`src/rtl/wb_address_generator_pkg.sv`:
```
// Shared constants and FSM state type for the write-back address generator.
package wb_address_generator_pkg;

   localparam int BFU_NUM = 4;
   localparam int ADDR_W  = 10;
   localparam int CNT_W   = 7;
   localparam int BEATS   = 128;
   localparam int LANES   = 8;

   typedef enum logic [1:0] {
      ST_IDLE  = 2'd0,
      ST_RUN   = 2'd1,
      ST_FLUSH = 2'd2
   } wb_state_e;

endpackage

```
`src/rtl/bit_rev.sv`:
```
// Pure combinational bit reversal: dout[i] = din[data_width-1-i].
module bit_rev #(
   parameter int data_width = 10
) (
   input  logic [data_width-1:0] din,
   output logic [data_width-1:0] dout
);

   for (genvar g = 0; g < data_width; g++) begin : g_bit
      assign dout[g] = din[data_width-1-g];
   end

endmodule

```
`src/rtl/wb_address_generator.sv`:
```
// Write-back address generator: one registered 8-lane address beat per accepted
// BFU result, with NTT/INTT layouts and optional bit reversal.
module wb_address_generator #(
   parameter int BEATS  = 128,
   parameter int ADDR_W = 10
) (
   input  logic              clk,
   input  logic              rst,
   input  logic              start,
   input  logic              ntt_flag,
   input  logic              rev,
   input  logic              in_valid,
   output logic [ADDR_W-1:0] new_address_0,
   output logic [ADDR_W-1:0] new_address_1,
   output logic [ADDR_W-1:0] new_address_2,
   output logic [ADDR_W-1:0] new_address_3,
   output logic [ADDR_W-1:0] new_address_4,
   output logic [ADDR_W-1:0] new_address_5,
   output logic [ADDR_W-1:0] new_address_6,
   output logic [ADDR_W-1:0] new_address_7,
   output logic              wr_en,
   output logic [6:0]        cnt_wb,
   output logic              busy,
   output logic              done
);

   import wb_address_generator_pkg::*;

   wb_state_e          r_state;
   logic [CNT_W-1:0]   r_cnt;
   logic               r_ntt;
   logic               r_rev;
   logic               r_wr_en;
   logic               r_busy;
   logic               r_done;
   logic [ADDR_W-1:0]  r_addr [LANES];

   logic [ADDR_W-1:0]  w_cnt_ext;
   logic [ADDR_W-1:0]  w_base_ntt;
   logic [ADDR_W-1:0]  w_base_intt;
   logic [ADDR_W-1:0]  w_base_hi;
   logic [ADDR_W-1:0]  w_lane [LANES];

   assign w_cnt_ext   = ADDR_W'(r_cnt);
   assign w_base_ntt  = w_cnt_ext << 3;
   assign w_base_intt = w_cnt_ext << 2;
   // INTT upper half lives in the top half of the address space.
   assign w_base_hi   = w_base_intt | (ADDR_W'(1) << (ADDR_W - 1));

   for (genvar g = 0; g < LANES; g++) begin : g_lane
      logic [ADDR_W-1:0] w_lin;
      logic [ADDR_W-1:0] w_rev;

      always_comb begin
         if (!r_ntt) begin
            w_lin = w_base_ntt + ADDR_W'(g);
         end else if (g < 4) begin
            w_lin = w_base_intt + ADDR_W'(g);
         end else begin
            w_lin = w_base_hi + ADDR_W'(g - 4);
         end
      end

      bit_rev #(.data_width(ADDR_W)) u_bit_rev (
         .din  (w_lin),
         .dout (w_rev)
      );

      assign w_lane[g] = r_rev ? w_rev : w_lin;
   end

   // Stage FSM with registered outputs; wr_en/done default low each cycle.
   always_ff @(posedge clk) begin
      if (rst) begin
         r_state <= ST_IDLE;
         r_cnt   <= '0;
         r_ntt   <= 1'b0;
         r_rev   <= 1'b0;
         r_wr_en <= 1'b0;
         r_busy  <= 1'b0;
         r_done  <= 1'b0;
         for (int i = 0; i < LANES; i++) begin
            r_addr[i] <= '0;
         end
      end else begin
         r_wr_en <= 1'b0;
         r_done  <= 1'b0;
         case (r_state)
            ST_IDLE: begin
               if (start) begin
                  r_state <= ST_RUN;
                  r_busy  <= 1'b1;
                  r_cnt   <= '0;
                  r_ntt   <= ntt_flag;
                  r_rev   <= rev;
               end
            end
            ST_RUN: begin
               if (in_valid) begin
                  r_wr_en <= 1'b1;
                  r_addr  <= w_lane;
                  if (r_cnt == CNT_W'(BEATS - 1)) begin
                     r_cnt   <= '0;
                     r_state <= ST_FLUSH;
                     r_busy  <= 1'b0;
                     r_done  <= 1'b1;
                  end else begin
                     r_cnt <= r_cnt + CNT_W'(1);
                  end
               end
            end
            ST_FLUSH: begin
               r_state <= ST_IDLE;
            end
            default: begin
               r_state <= ST_IDLE;
               r_busy  <= 1'b0;
            end
         endcase
      end
   end

   assign new_address_0 = r_addr[0];
   assign new_address_1 = r_addr[1];
   assign new_address_2 = r_addr[2];
   assign new_address_3 = r_addr[3];
   assign new_address_4 = r_addr[4];
   assign new_address_5 = r_addr[5];
   assign new_address_6 = r_addr[6];
   assign new_address_7 = r_addr[7];
   assign wr_en         = r_wr_en;
   assign cnt_wb        = r_cnt;
   assign busy          = r_busy;
   assign done          = r_done;

endmodule

```
`config.mk`:
```
export PLATFORM = sky130hd
export DESIGN_NAME = wb_address_generator
export DESIGN_NICKNAME = d
export VERILOG_FILES = /design/src/rtl/wb_address_generator_pkg.sv /design/src/rtl/bit_rev.sv /design/src/rtl/wb_address_generator.sv
export SDC_FILE = /design/constraint.sdc
export NUM_CORES = 1
export LEC_CHECK = 0
export CAP_MARGIN = 20
export CORE_UTILIZATION = 45
export DETAILED_ROUTE_END_ITERATION = 10
export PLACE_DENSITY = 0.75
export SLEW_MARGIN = 40
export SYNTH_ARGS = -nofsm -noshare
export SYNTH_HDL_FRONTEND = slang
export SYNTH_HIERARCHICAL = 1
export SYNTH_SLANG_ARGS = --single-unit
```
`constraint.sdc`:
```
create_clock -name clk -period 4.1 [get_ports clk]
set_clock_uncertainty 0.15 [all_clocks]
set_input_delay 1.025 -clock clk [delete_from_list [all_inputs] [get_ports clk]]
set_output_delay 1.025 -clock clk [all_outputs]
set_load 0.005 [all_outputs]
```
; Word-level counts from Yosys, hierarchy flattened
; Index checks and enable logic that the tools add are counted.
; W data, S select, Z words.
[op_classes]
add_sub_neg = 14
n_eq_ne = 6
n_reduce_logical = 9
bitwise = 3
n_mux = 30
[ops]
columns = operator, n
row1 = $mux W10, 16
row2 = $add A10 B2 Y10 const B, 4
row3 = $add A10 B3 Y10 const B, 4
row4 = $mux W7, 3
row5 = $add A10 B1 Y10 const B, 2
row6 = $add A9 B2 Y10 const B, 2
row7 = $pmux W7 S2, 1
row8 = $add A9 B1 Y10 const B, 1
row9 = $add A7 B1 Y7 const B, 1
row10 = $eq A7 B7 Y1 const B, 1
row11 = $mux W2, 3
row12 = $ne A2 B2 Y1 const B, 3
row13 = $reduce_and A3 Y1, 2
row14 = $mux W1, 5
row15 = $pmux W2 S2, 1
row16 = $reduce_and A2 Y1, 2
row17 = $reduce_and A4 Y1, 1
row18 = $not A1 Y1, 3
row19 = $pmux W1 S3, 1
row20 = $reduce_or A3 Y1, 1
row21 = $eq A2 B1 Y1 const B, 1
row22 = $eq A2 B2 Y1 const B, 1
row23 = $logic_not A2 Y1, 1
row24 = $reduce_bool A2 Y1, 1
row25 = $reduce_or A2 Y1, 1
[totals]
regBits = 94
out_inout_bits = 90

; Longest topological paths before layout
; Gate-level depths: netlist of run 1.
[logic_depth]
ltp_word = 4
depth_mapped = 7
mapped_depth_nobuf = 4

; By module
; Netlist of run 1, hierarchy kept.
[modules_own_cells]
columns = mod, n_inst, area_each_um2, cells_each, seq_area_each_um2
row1 = wb_address_generator, 1, 4151.5, 503, 1881.8
row2 = bit_rev, 8, 75.1, 10, 0.0

; Worst setup path after synthesis of run 1
; No wires, ideal clock.
[synth_timing]
path_kind = input to register
from = input port in_valid
to = register r_cnt[2], in the netlist cnt_wb[2]
setup_slack_ns = 1.976
required_time_ns = 3.864
path_stages = 4
arrival_time_ns = 1.888
path_buffers = 1
cell_sequence = mux2i_1 buf_6 or4_1 a221oi_2
[synth_via]
elab_chain_len = 2
[synth_rtl]
columns = element, line_no
row1 = start: declaration, wb_address_generator.sv:12  ; input logic in_valid,
row2 = $ne A2 B2 Y1 (no line), -
row3 = $reduce_and A3 Y1 (no line), -
row4 = end signal: assignment, wb_address_generator.sv:108  ; r_cnt <= r_cnt + CNT_W'(1);
row5 = end: declaration, wb_address_generator.sv:30  ; logic [CNT_W-1:0] r_cnt;
; No other way between the ends.
; A chain may end at the register's enable or synchronous reset.

; Final worst setup path of run 1
[layout_timing]
from = input port in_valid
to = register r_addr, in the netlist new_address_5[0]
[layout_via]
elab_chain_len = 1
[layout_rtl]
columns = element, line_no
row1 = $reduce_and A2 Y1 (no line), -
row2 = end signal: assignment, wb_address_generator.sv:101  ; r_addr <= w_lane;
row3 = end: declaration, wb_address_generator.sv:36  ; logic [ADDR_W-1:0] r_addr [LANES];
; No other way between the ends.

==> results of run 1 <==
stage by stage:
| stage | util | hold slack, ns | area (sq um) |
|---|---|---|---|
| 4_1_cts | 0.5282 | 0.3056 | 5429 |
| 6_report | 0.5286 | 0.3035 | 5433 |
| 5_1_grt | 0.5286 | 0.3260 | 5433 |
| 2_1_floorplan | - | 0.2983 | 4805 |
| 3_3_place_gp | 0.5023 | 0.2908 | 5162 |
| 3_5_place_dp | 0.5066 | 0.2947 | 5206 |
area by class of cell:
| type | count | area share |
|---|---|---|
| Multi-Input combinational cell | 372 | 0.3897 |
| Sequential cell | 94 | 0.3471 |
| Timing Repair Buffer | 101 | 0.1882 |
| Tap cell | 136 | 0.03132 |
| Clock buffer | 10 | 0.02533 |
| Clock inverter | 6 | 0.01566 |
| Inverter | 4 | 0.002764 |
report_power, final:
| part | total [mW] | switching (mW) | internal (mW) |
|---|---|---|---|
| Combinational | 0.200 | 0.107 | 0.0929 |
| Clock | 0.678 | 0.320 | 0.358 |
| Sequential | 0.967 | 0.0278 | 0.940 |
| Total | 1.85 | 0.455 | 1.39 |
worst max-delay path, delay by kind of cell:
family / cells / cell delay, ns
simple gates: 3 / 0.83
buf+inv: 2 / 1.04
routing by layer:
layer / vias up / global-route usage
li1: 1906 / -
met5: - / 0
met2: 90 / 0.3146
met3: 17 / 0.04117
met4: 0 / 0.07646
met1: 1761 / 0.2577
state kept, by name, summed over array words and instances, names as in the netlist:
name and count:
wr_en 1, new_address_5 10, done 1, new_address_0 10
r_ntt 1, new_address_2 10, cnt_wb 7, r_state 2
new_address_6 10, new_address_1 10, new_address_7 10, new_address_4 10
new_address_3 10, r_rev 1, busy 1
how the worst max path moves through the flow:
| stage | startpoint | slack, ns | end |
|---|---|---|---|
| 3_3_place_gp | in_valid | 0.94 | new_address_7[0]$_SDFFE_PP0P_ |
| 4_1_cts | in_valid | 1.31 | new_address_5[0]$_SDFFE_PP0P_ |
| 2_1_floorplan | in_valid | 1.98 | cnt_wb[2]$_SDFFE_PP0P_ |
| 3_5_place_dp | in_valid | 0.92 | new_address_5[0]$_SDFFE_PP0P_ |
| 5_1_grt | in_valid | 1.18 | new_address_7[0]$_SDFFE_PP0P_ |
| 6_report | in_valid | 1.27 | new_address_5[0]$_SDFFE_PP0P_ |
cells in the mapped netlist:
cell / instances
mux2_2: 6
a221oi_2: 1
or3_1: 3
clkbuf_1: 37
a2111oi_0: 1
nand3b_1: 1
nor3b_1: 10
nor4_1: 2
a21oi_1: 65
and3b_1: 2
inv_1: 4
nand4_1: 2
buf_4: 80
and2_1: 1
a211oi_1: 9
nor3_1: 17
ha_1: 1
a221oi_1: 5
o31ai_1: 4
buf_6: 2
conb_1: 2
nand4b_1: 1
mux2i_1: 3
o21ai_0: 3
buf_2: 3
buf_1: 5
or4_1: 4
nor2_1: 23
nand2_1: 67
or2_2: 1
or3b_2: 1
nand2b_1: 57
nand3_1: 17
o211ai_1: 49
dfxtp_1: 94
logic make-up after synthesis:
logic type | count (synthesis) | share of synthesized area
adders and majority gates | 1 | 0.002633
DFF | 94 | 0.3960
and+or+nand+nor | 209 | 0.2249
AOI/OAI and AO/OA | 137 | 0.1838
other | 2 | 0.001580
buffers and inverters | 131 | 0.1706
muxes | 9 | 0.02054
==> run_results.csv, run 1 <==
group,metric,value,unit
run,drv_cap,0,
global_routing,track_usage,0.1962,
final_layout,final_nets,589,
timing,finalSetupViolations,0,
min_path,min-delay-start,"new_address_0[3]$_SDFFE_PP0P_",
yosys,syn_area_per_cell,8.151,sq um
yosys,synth_area,4752,sq um
clock_network,clk_latency,0.35,ns
clock_network,post_cts_resized,0,
clock_network,tritoncts,"yes",
final_layout,layout-drive-gt1-share,0.05963,
timing,max_slew_margin,0.4868,
die,rows,37,
timing,finalCritPeriodShare,0.6892,
timing,timing.fmax,353.9,MHz
routing,avgRoutedWirePerCell,14.53,um
global_routing,antenna_found_initial,0,
clock_network,clk_pin_slew,0.10,ns
routing,drc,2,
final_layout,layout_commonest_cell,"clkdlybuf4s50_1",
global_routing,grt_max_degree,95,
clock_network,cts_buffer_depth,2,
routing,dr_wl_met2,5041,um
die,fp.coreArea,10280,sq um
setup_path,startpoint_type,"primary input",
yosys,yosys.area.top_type,"dfxtp_1",
placement,dp_hpwl,6700,um
timing,setup_ws,1.274,ns
timing,tightest_slew,0.7675,ns
timing,finalMaxSlewViolations,0,
routing,top_layer,"met4",
setup_path,cp-end-kind,"flip-flop",
routing,drt-total-wl,10500,um
clock_network,postCtsSetupBuffers,0,
yosys,yosysSeqAreaShare,0.3960,
routing,via_count,3774,
placement,place_ws,0.9232,ns
setup_path,r2r_slack,1.95,ns
run_status,status,"finished with violations",
min_path,hold_path_end,"new_address_0[3]$_SDFFE_PP0P_",
yosys,ys_types,35,
timing,hold_viol_final,0,
run_status,violations,"design-rule violations",
final_layout,regArea,1886,sq um
routing,drt-met1-wl,4724,um
setup_path,r2r_end,"new_address_0[8]$_SDFFE_PP0P_",
setup_path,slowest_stage,"clkdlybuf4s50_1",
setup_path,slowest_delay,0.56,ns
yosys,synth_top_area_share,0.3960,
timing,timing.setup.tns,0,ns
power,total_power,1.845,mW
setup_path,crit_required,4.17,ns
min_path,min_path_cells,2,
die,start_util,0.4624,
routing,drtAntennaViolNets,0,
setup_path,path_class,"in -> reg",
final_layout,fillers,1001,
global_routing,grt_overflow,0,
yosys,synth-seq-cells,94,
global_routing,grt_pass1_wl,17350,um
placement,placed_cells,707,
routing,drt_pass1_iterations,7,
yosys,synth_area_leaders,"dfxtp_1 (40%), buf_4 (13%), o211ai_1 (7.7%), nand2b_1 (7.5%), a21oi_1 (6.8%)",
final_layout,n_antenna_cell,0,
routing,drt-vias-per-instance,5.220,
die,die_area,10970,sq um
yosys,synth_cells,583,
setup_path,arrival,2.90,ns
die,pin_count,96,
die,die_x,104.8,um
clock_network,cts_inserted_buffers,9,
setup_path,worstReg2RegStart,"r_state[1]$_SDFFE_PP0P_",
final_layout,instances_no_fill,723,
setup_path,reg2regPathDepth,4,
final_layout,synthToLayoutAreaGrowth,14.32,%
die,die_y,104.8,um
power,power.density,339.6,nW/um^2
yosys,ys_warn_count,6,
setup_path,cp_max_fo,30,
placement,portBuffers,95,
routing,drt_first_iter_violations,204,
routing,dr_wl_met3,525,um
power,leakagePower,1.686,nW
clock_network,cts_hold_buf,0,
min_path,hp-class,"reg -> reg",
clock_network,root_buffer,"clkbuf_8",
power,vdd_drop_max,0.0001855,V
global_routing,grt_pass1_vias,3519,
final_layout,multi_input_area,2117,sq um
setup_path,path_cells,"clkdlybuf4s50_1 -> nand3b_1 -> buf_4 -> nor3b_1 -> nor3_1",
timing,fin_crit,2.826,ns
final_layout,final_cell_mix,"clkdlybuf4s50_1 (94), dfxtp_1 (93), nand2_1 (67), a21oi_1 (65), nand2b_1 (57)",
clock_network,cts_htree_levels,3,
placement,place_congestion,0.7495,
timing,rsz0062_at_grt,"no",
clock_network,cts.sinks,94,
Power figures use the tool's default switching activity.
==> run 2: changes to the inputs <==
PLACE_DENSITY = 0.78   (was 0.75)
clock period = 2.42 ns   (was 4.1 ns; I/O delays follow)
==> run 2 against run 1 <==
  * The run now ends clean
  * Die area stayed put
  * Largest cell class unchanged
  * First-iteration DRC count is 23% higher
  * Wire length is 3.3% higher
  * Global-route usage is 0.59 points higher
  * Largest power group unchanged
  * Sequential share of layout area hardly changed
  * Worst hold slack worse by 0.00080 ns
  * Clock power is 41% higher
  * Flip-flop and latch count stayed put
  * Core utilization is 0.061 points lower
  * Highest routed layer unchanged
==> run_results.csv, run 2 (synthesis gave the netlist of run 1 again) <==
group,metric,value,unit
run_status,status,"complete, no violations",
setup_path,path_buf_inv,1,
setup_path,startpoint_type,"flip-flop",
power,vdd_drop_max,0.0002884,V
clock_network,clk_latency,0.36,ns
clock_network,root_buffer,"clkbuf_8",
final_layout,instances_no_fill,726,
global_routing,grt_max_degree,86,
timing,fin_crit,2.271,ns
timing,whs,0.3027,ns
timing,setup_ws,0.1486,ns
setup_path,worstReg2RegStart,"r_state[0]$_SDFFE_PP0P_",
min_path,min_path_cells,2,
timing,hold_viol_final,0,
placement,portBuffers,95,
run,drv_cap,0,
routing,dr_wl_met2,5172,um
power,total_power,2.944,mW
final_layout,layout-drive-gt1-share,0.06271,
final_layout,final_core_util,0.5280,
power,leakagePower,1.687,nW
clock_network,cts_hold_buf,0,
final_layout,n_antenna_cell,0,
setup_path,crit_required,1.66,ns
timing,rsz0062_at_grt,"no",
clock_network,cts_buffer_depth,2,
clock_network,clk_pin_slew,0.10,ns
routing,drt_first_iter_violations,250,
setup_path,slowest_delay,0.60,ns
setup_path,cp-end-kind,"output port",
die,die_area,10970,sq um
setup_path,slowest_stage,"clkdlybuf4s50_1",
timing,finalCritPeriodShare,0.9386,
placement,place_area,5250,sq um
clock_network,post_cts_resized,0,
clock_network,tritoncts,"yes",
placement,place_congestion,0.7676,
timing,timing.setup.tns,0,ns
setup_path,r2r_end,"cnt_wb[3]$_SDFFE_PP0P_",
die,die_x,104.8,um
placement,placed_cells,710,
setup_path,r2r_slack,0.32,ns
final_layout,synthToLayoutAreaGrowth,14.19,%
global_routing,grt_overflow,0,
min_path,hp-class,"reg -> reg",
die,rows,37,
setup_path,path_cells,"clkdlybuf4s50_1",
global_routing,track_usage,0.2021,
final_layout,layout_commonest_cell,"clkdlybuf4s50_1",
setup_path,path_delay_family,"buffers and inverters",
placement,dp_hpwl,6980,um
routing,drt_pass1_iterations,5,
timing,finalMaxSlewViolations,0,
global_routing,grt_pass1_wl,17900,um
clock_network,cts_htree_levels,3,
die,die_y,104.8,um
setup_path,arrival,1.52,ns
routing,drt-total-wl,10850,um
routing,avgRoutedWirePerCell,14.95,um
routing,dr_wl_met3,599,um
routing,drc,0,
timing,tightest_slew,0.7785,ns
min_path,min-delay-start,"new_address_3[3]$_SDFFE_PP0P_",
timing,max_slew_margin,0.4662,
routing,drt-vias-per-instance,5.361,
timing,timing.fmax,440.3,MHz
setup_path,reg2regPathDepth,3,
timing,finalSetupViolations,0,
final_layout,final_cell_mix,"clkdlybuf4s50_1 (94), dfxtp_1 (93), nand2_1 (67), a21oi_1 (65), nand2b_1 (57)",
placement,place_ws,-0.1222,ns
setup_path,cp_max_fo,10,
die,pin_count,96,
routing,via_count,3892,
global_routing,grt_pass1_vias,3534,
final_layout,final_nets,592,
power,power.density,542.6,nW/um^2
die,fp.coreArea,10280,sq um
min_path,hold_path_end,"new_address_3[3]$_SDFFE_PP0P_",
routing,top_layer,"met4",
die,start_util,0.4624,
final_layout,fin_area,5426,sq um
global_routing,antenna_found_initial,0,
setup_path,path_class,"reg -> out",
clock_network,cts.sinks,94,
clock_network,cts_inserted_buffers,9,
routing,drtAntennaViolNets,0,
clock_network,postCtsSetupBuffers,0,
routing,drt-met1-wl,4859,um
## run 2: per-layer routing
metal	track usage	up-vias
met2	0.3226	132
met3	0.04117	17
met4	0.07445	0
met5	0	-
li1	-	1920
met1	0.2692	1823
## run 2: power by group
group          switching [mW]  leakage (nW)  internal (mW)
Combinational           0.179         0.838          0.165
Clock                   0.580        0.0859          0.376
Sequential             0.0523         0.763           1.59
## run 2: cell type report
cell class	instances	area, sq um
inverters	4	15.01
repair buffers	104	1070
well taps	136	170.2
multi-input cells	372	2113
fillers	996	4851
flip-flops and latches	94	1886
clock buffers	9	123.9
clock inverters	7	48.80
## run 2: worst max path at each step
| stage | startpoint | to | slack, ns | cells past startpoint |
|---|---|---|---|---|
| after floorplan | r_ntt$_SDFFE_PP0P_ | new_address_0[2]$_SDFFE_PP0P_ | 0.67 | 6 |
| after global placement | in_valid | cnt_wb[0]$_SDFFE_PP0P_ | 0.03 | 5 |
| after detailed placement | in_valid | cnt_wb[3]$_SDFFE_PP0P_ | -0.12 | 4 |
| after CTS | cnt_wb[0]$_SDFFE_PP0P_ | cnt_wb[0] | 0.14 | 1 |
| after global routing | cnt_wb[0]$_SDFFE_PP0P_ | cnt_wb[0] | 0.09 | 1 |
| final | cnt_wb[0]$_SDFFE_PP0P_ | cnt_wb[0] | 0.15 | 1 |
==> run 3: changes to the inputs <==
PLACE_DENSITY = 0.74   (was 0.78)
==> run 3 against run 2 <==
  * Clock-buffer cell count is 1 higher
  * Wire length is 0.16% lower
  * Die area unchanged
  * Flip-flop and latch count stayed put
  * Fmax rose by 1.7%
  * First-iteration DRC count decreased by 27%
==> run_results.csv, run 3 (synthesis gave the netlist of run 1 again) <==
group,metric,value,unit
routing,drt-total-wl,10830,um
setup_path,path_class,"reg -> out",
setup_path,crit_required,1.66,ns
setup_path,arrival,1.48,ns
setup_path,startpoint_type,"flip-flop",
routing,drt-vias-per-instance,5.345,
die,die_area,10970,sq um
die,fp.coreArea,10280,sq um
global_routing,use_met2,0.3254,
clock_network,clk_pin_slew,0.09,ns
clock_network,cts_buffer_depth,2,
routing,via_count,3886,
power,power.density,554.7,nW/um^2
power,vdd_drop_max,0.0003106,V
timing,fin_crit,2.234,ns
clock_network,cts_hold_buf,0,
final_layout,synthToLayoutAreaGrowth,15.46,%
clock_network,postCtsSetupBuffers,0,
power,sw_frac_of_total,0.2558,
global_routing,grt_overflow,0,
global_routing,busiest_layer,"met2",
power,seq_power_share,0.542,
clock_network,cts_inserted_buffers,9,
power,p_int,2.265,mW
placement,place_congestion,0.7641,
final_layout,final_nets,594,
global_routing,grt_use_met1,0.2684,
timing,max_slew_margin,0.4742,
clock_network,tritoncts,"yes",
placement,dp_hpwl,6939,um
clock_network,post_cts_resized,0,
global_routing,track_usage,0.2049,
die,die_y,104.8,um
global_routing,grt_pass1_vias,3662,
run_status,status,"complete, no violations",
global_routing,antenna_found_initial,0,
setup_path,path_buf_inv,1,
timing,finalMaxSlewViolations,0,
setup_path,path_cells,"clkdlybuf4s50_1",
setup_path,cp_max_fo,10,
final_layout,n_antenna_cell,0,
power,comb_power_share,0.114,
setup_path,slowest_delay,0.59,ns
timing,finalSetupViolations,0,
die,pin_count,96,
final_layout,regArea,1886,sq um
global_routing,use_met3,0.03556,
final_layout,fillers,997,
timing,rsz0062_at_grt,"no",
timing,hold_viol_final,0,
routing,drt_first_iter_violations,183,
global_routing,grt_max_degree,85,
power,leakagePower,1.716,nW
timing,timing.fmax,447.6,MHz
routing,drt_pass1_iterations,5,
final_layout,layout_commonest_cell,"clkdlybuf4s50_1",
final_layout,final_core_util,0.5338,
clock_network,cts_htree_levels,3,
routing,drtAntennaViolNets,0,
die,start_util,0.4624,
min_path,hp-class,"reg -> reg",
clock_network,root_buffer,"clkbuf_8",
timing,tightest_slew,0.7887,ns
routing,avgRoutedWirePerCell,14.90,um
run,drv_cap,0,
final_layout,multi_input_area,2113,sq um
global_routing,grt_pass1_wl,17990,um
clock_network,cts.sinks,94,
placement,portBuffers,95,
timing,finalCritPeriodShare,0.9233,
clock_network,clk_latency,0.35,ns
final_layout,layout-drive-gt1-share,0.06430,
routing,drc,0,
die,die_x,104.8,um
power,p_switching,0.7786,mW
die,rows,37,
power,total_power,3.043,mW
setup_path,cp-end-kind,"output port",
power,pwr-share-clk,0.344,
final_layout,final_cell_mix,"clkdlybuf4s50_1 (94), dfxtp_1 (93), nand2_1 (67), a21oi_1 (65), nand2b_1 (57)",
setup_path,path_delay_family,"buffers and inverters",
setup_path,slowest_stage,"clkdlybuf4s50_1",
timing,whs,0.3036,ns
run 3: cell type report:
class | instances | share of cell area
Multi-Input combinational cell | 372 | 0.3852
Clock buffer | 10 | 0.02509
Inverter | 4 | 0.002737
Sequential cell | 94 | 0.3437
Clock inverter | 5 | 0.01072
Timing Repair Buffer | 106 | 0.2016
Tap cell | 136 | 0.03101
run 3: final timing paths:
check,slack (ns),end,cells after the start,start
min reg2reg,0.30,new_address_5[1]$_SDFFE_PP0P_,2,new_address_5[1]$_SDFFE_PP0P_
max,0.19,cnt_wb[0],1,cnt_wb[0]$_SDFFE_PP0P_
min,0.30,new_address_5[1]$_SDFFE_PP0P_,2,new_address_5[1]$_SDFFE_PP0P_
max reg2reg,0.42,cnt_wb[0]$_SDFFE_PP0P_,4,r_state[0]$_SDFFE_PP0P_
run 3: power by group through the flow:
stage          clock (mW)  sequential, mW  combinational, mW
6_report             1.05            1.65              0.347
5_1_grt              1.13            1.66              0.386
2_1_floorplan           0            1.66              0.264
4_1_cts              1.08            1.65              0.349
3_5_place_dp            0            1.68              0.347
3_3_place_gp            0            1.68              0.336
run 3: per-stage QoR:
step	TNS, ns	cells	setup slack [ns]	cell area, sq um
6_report	0	727	0.1857	5487
5_1_grt	0	727	0.08824	5487
4_1_cts	0	727	0.1614	5487
3_5_place_dp	-0.05185	712	-0.03117	5290
3_3_place_gp	0	712	0.05208	5290
2_1_floorplan	0	597	0.6669	4805
run 3: routing by layer:
layer / part of all wire / wire (um)
met3: 0.043 / 466
met4: 0.023 / 252
met2: 0.48 / 5148
met5: 0 / 0
met1: 0.46 / 4967
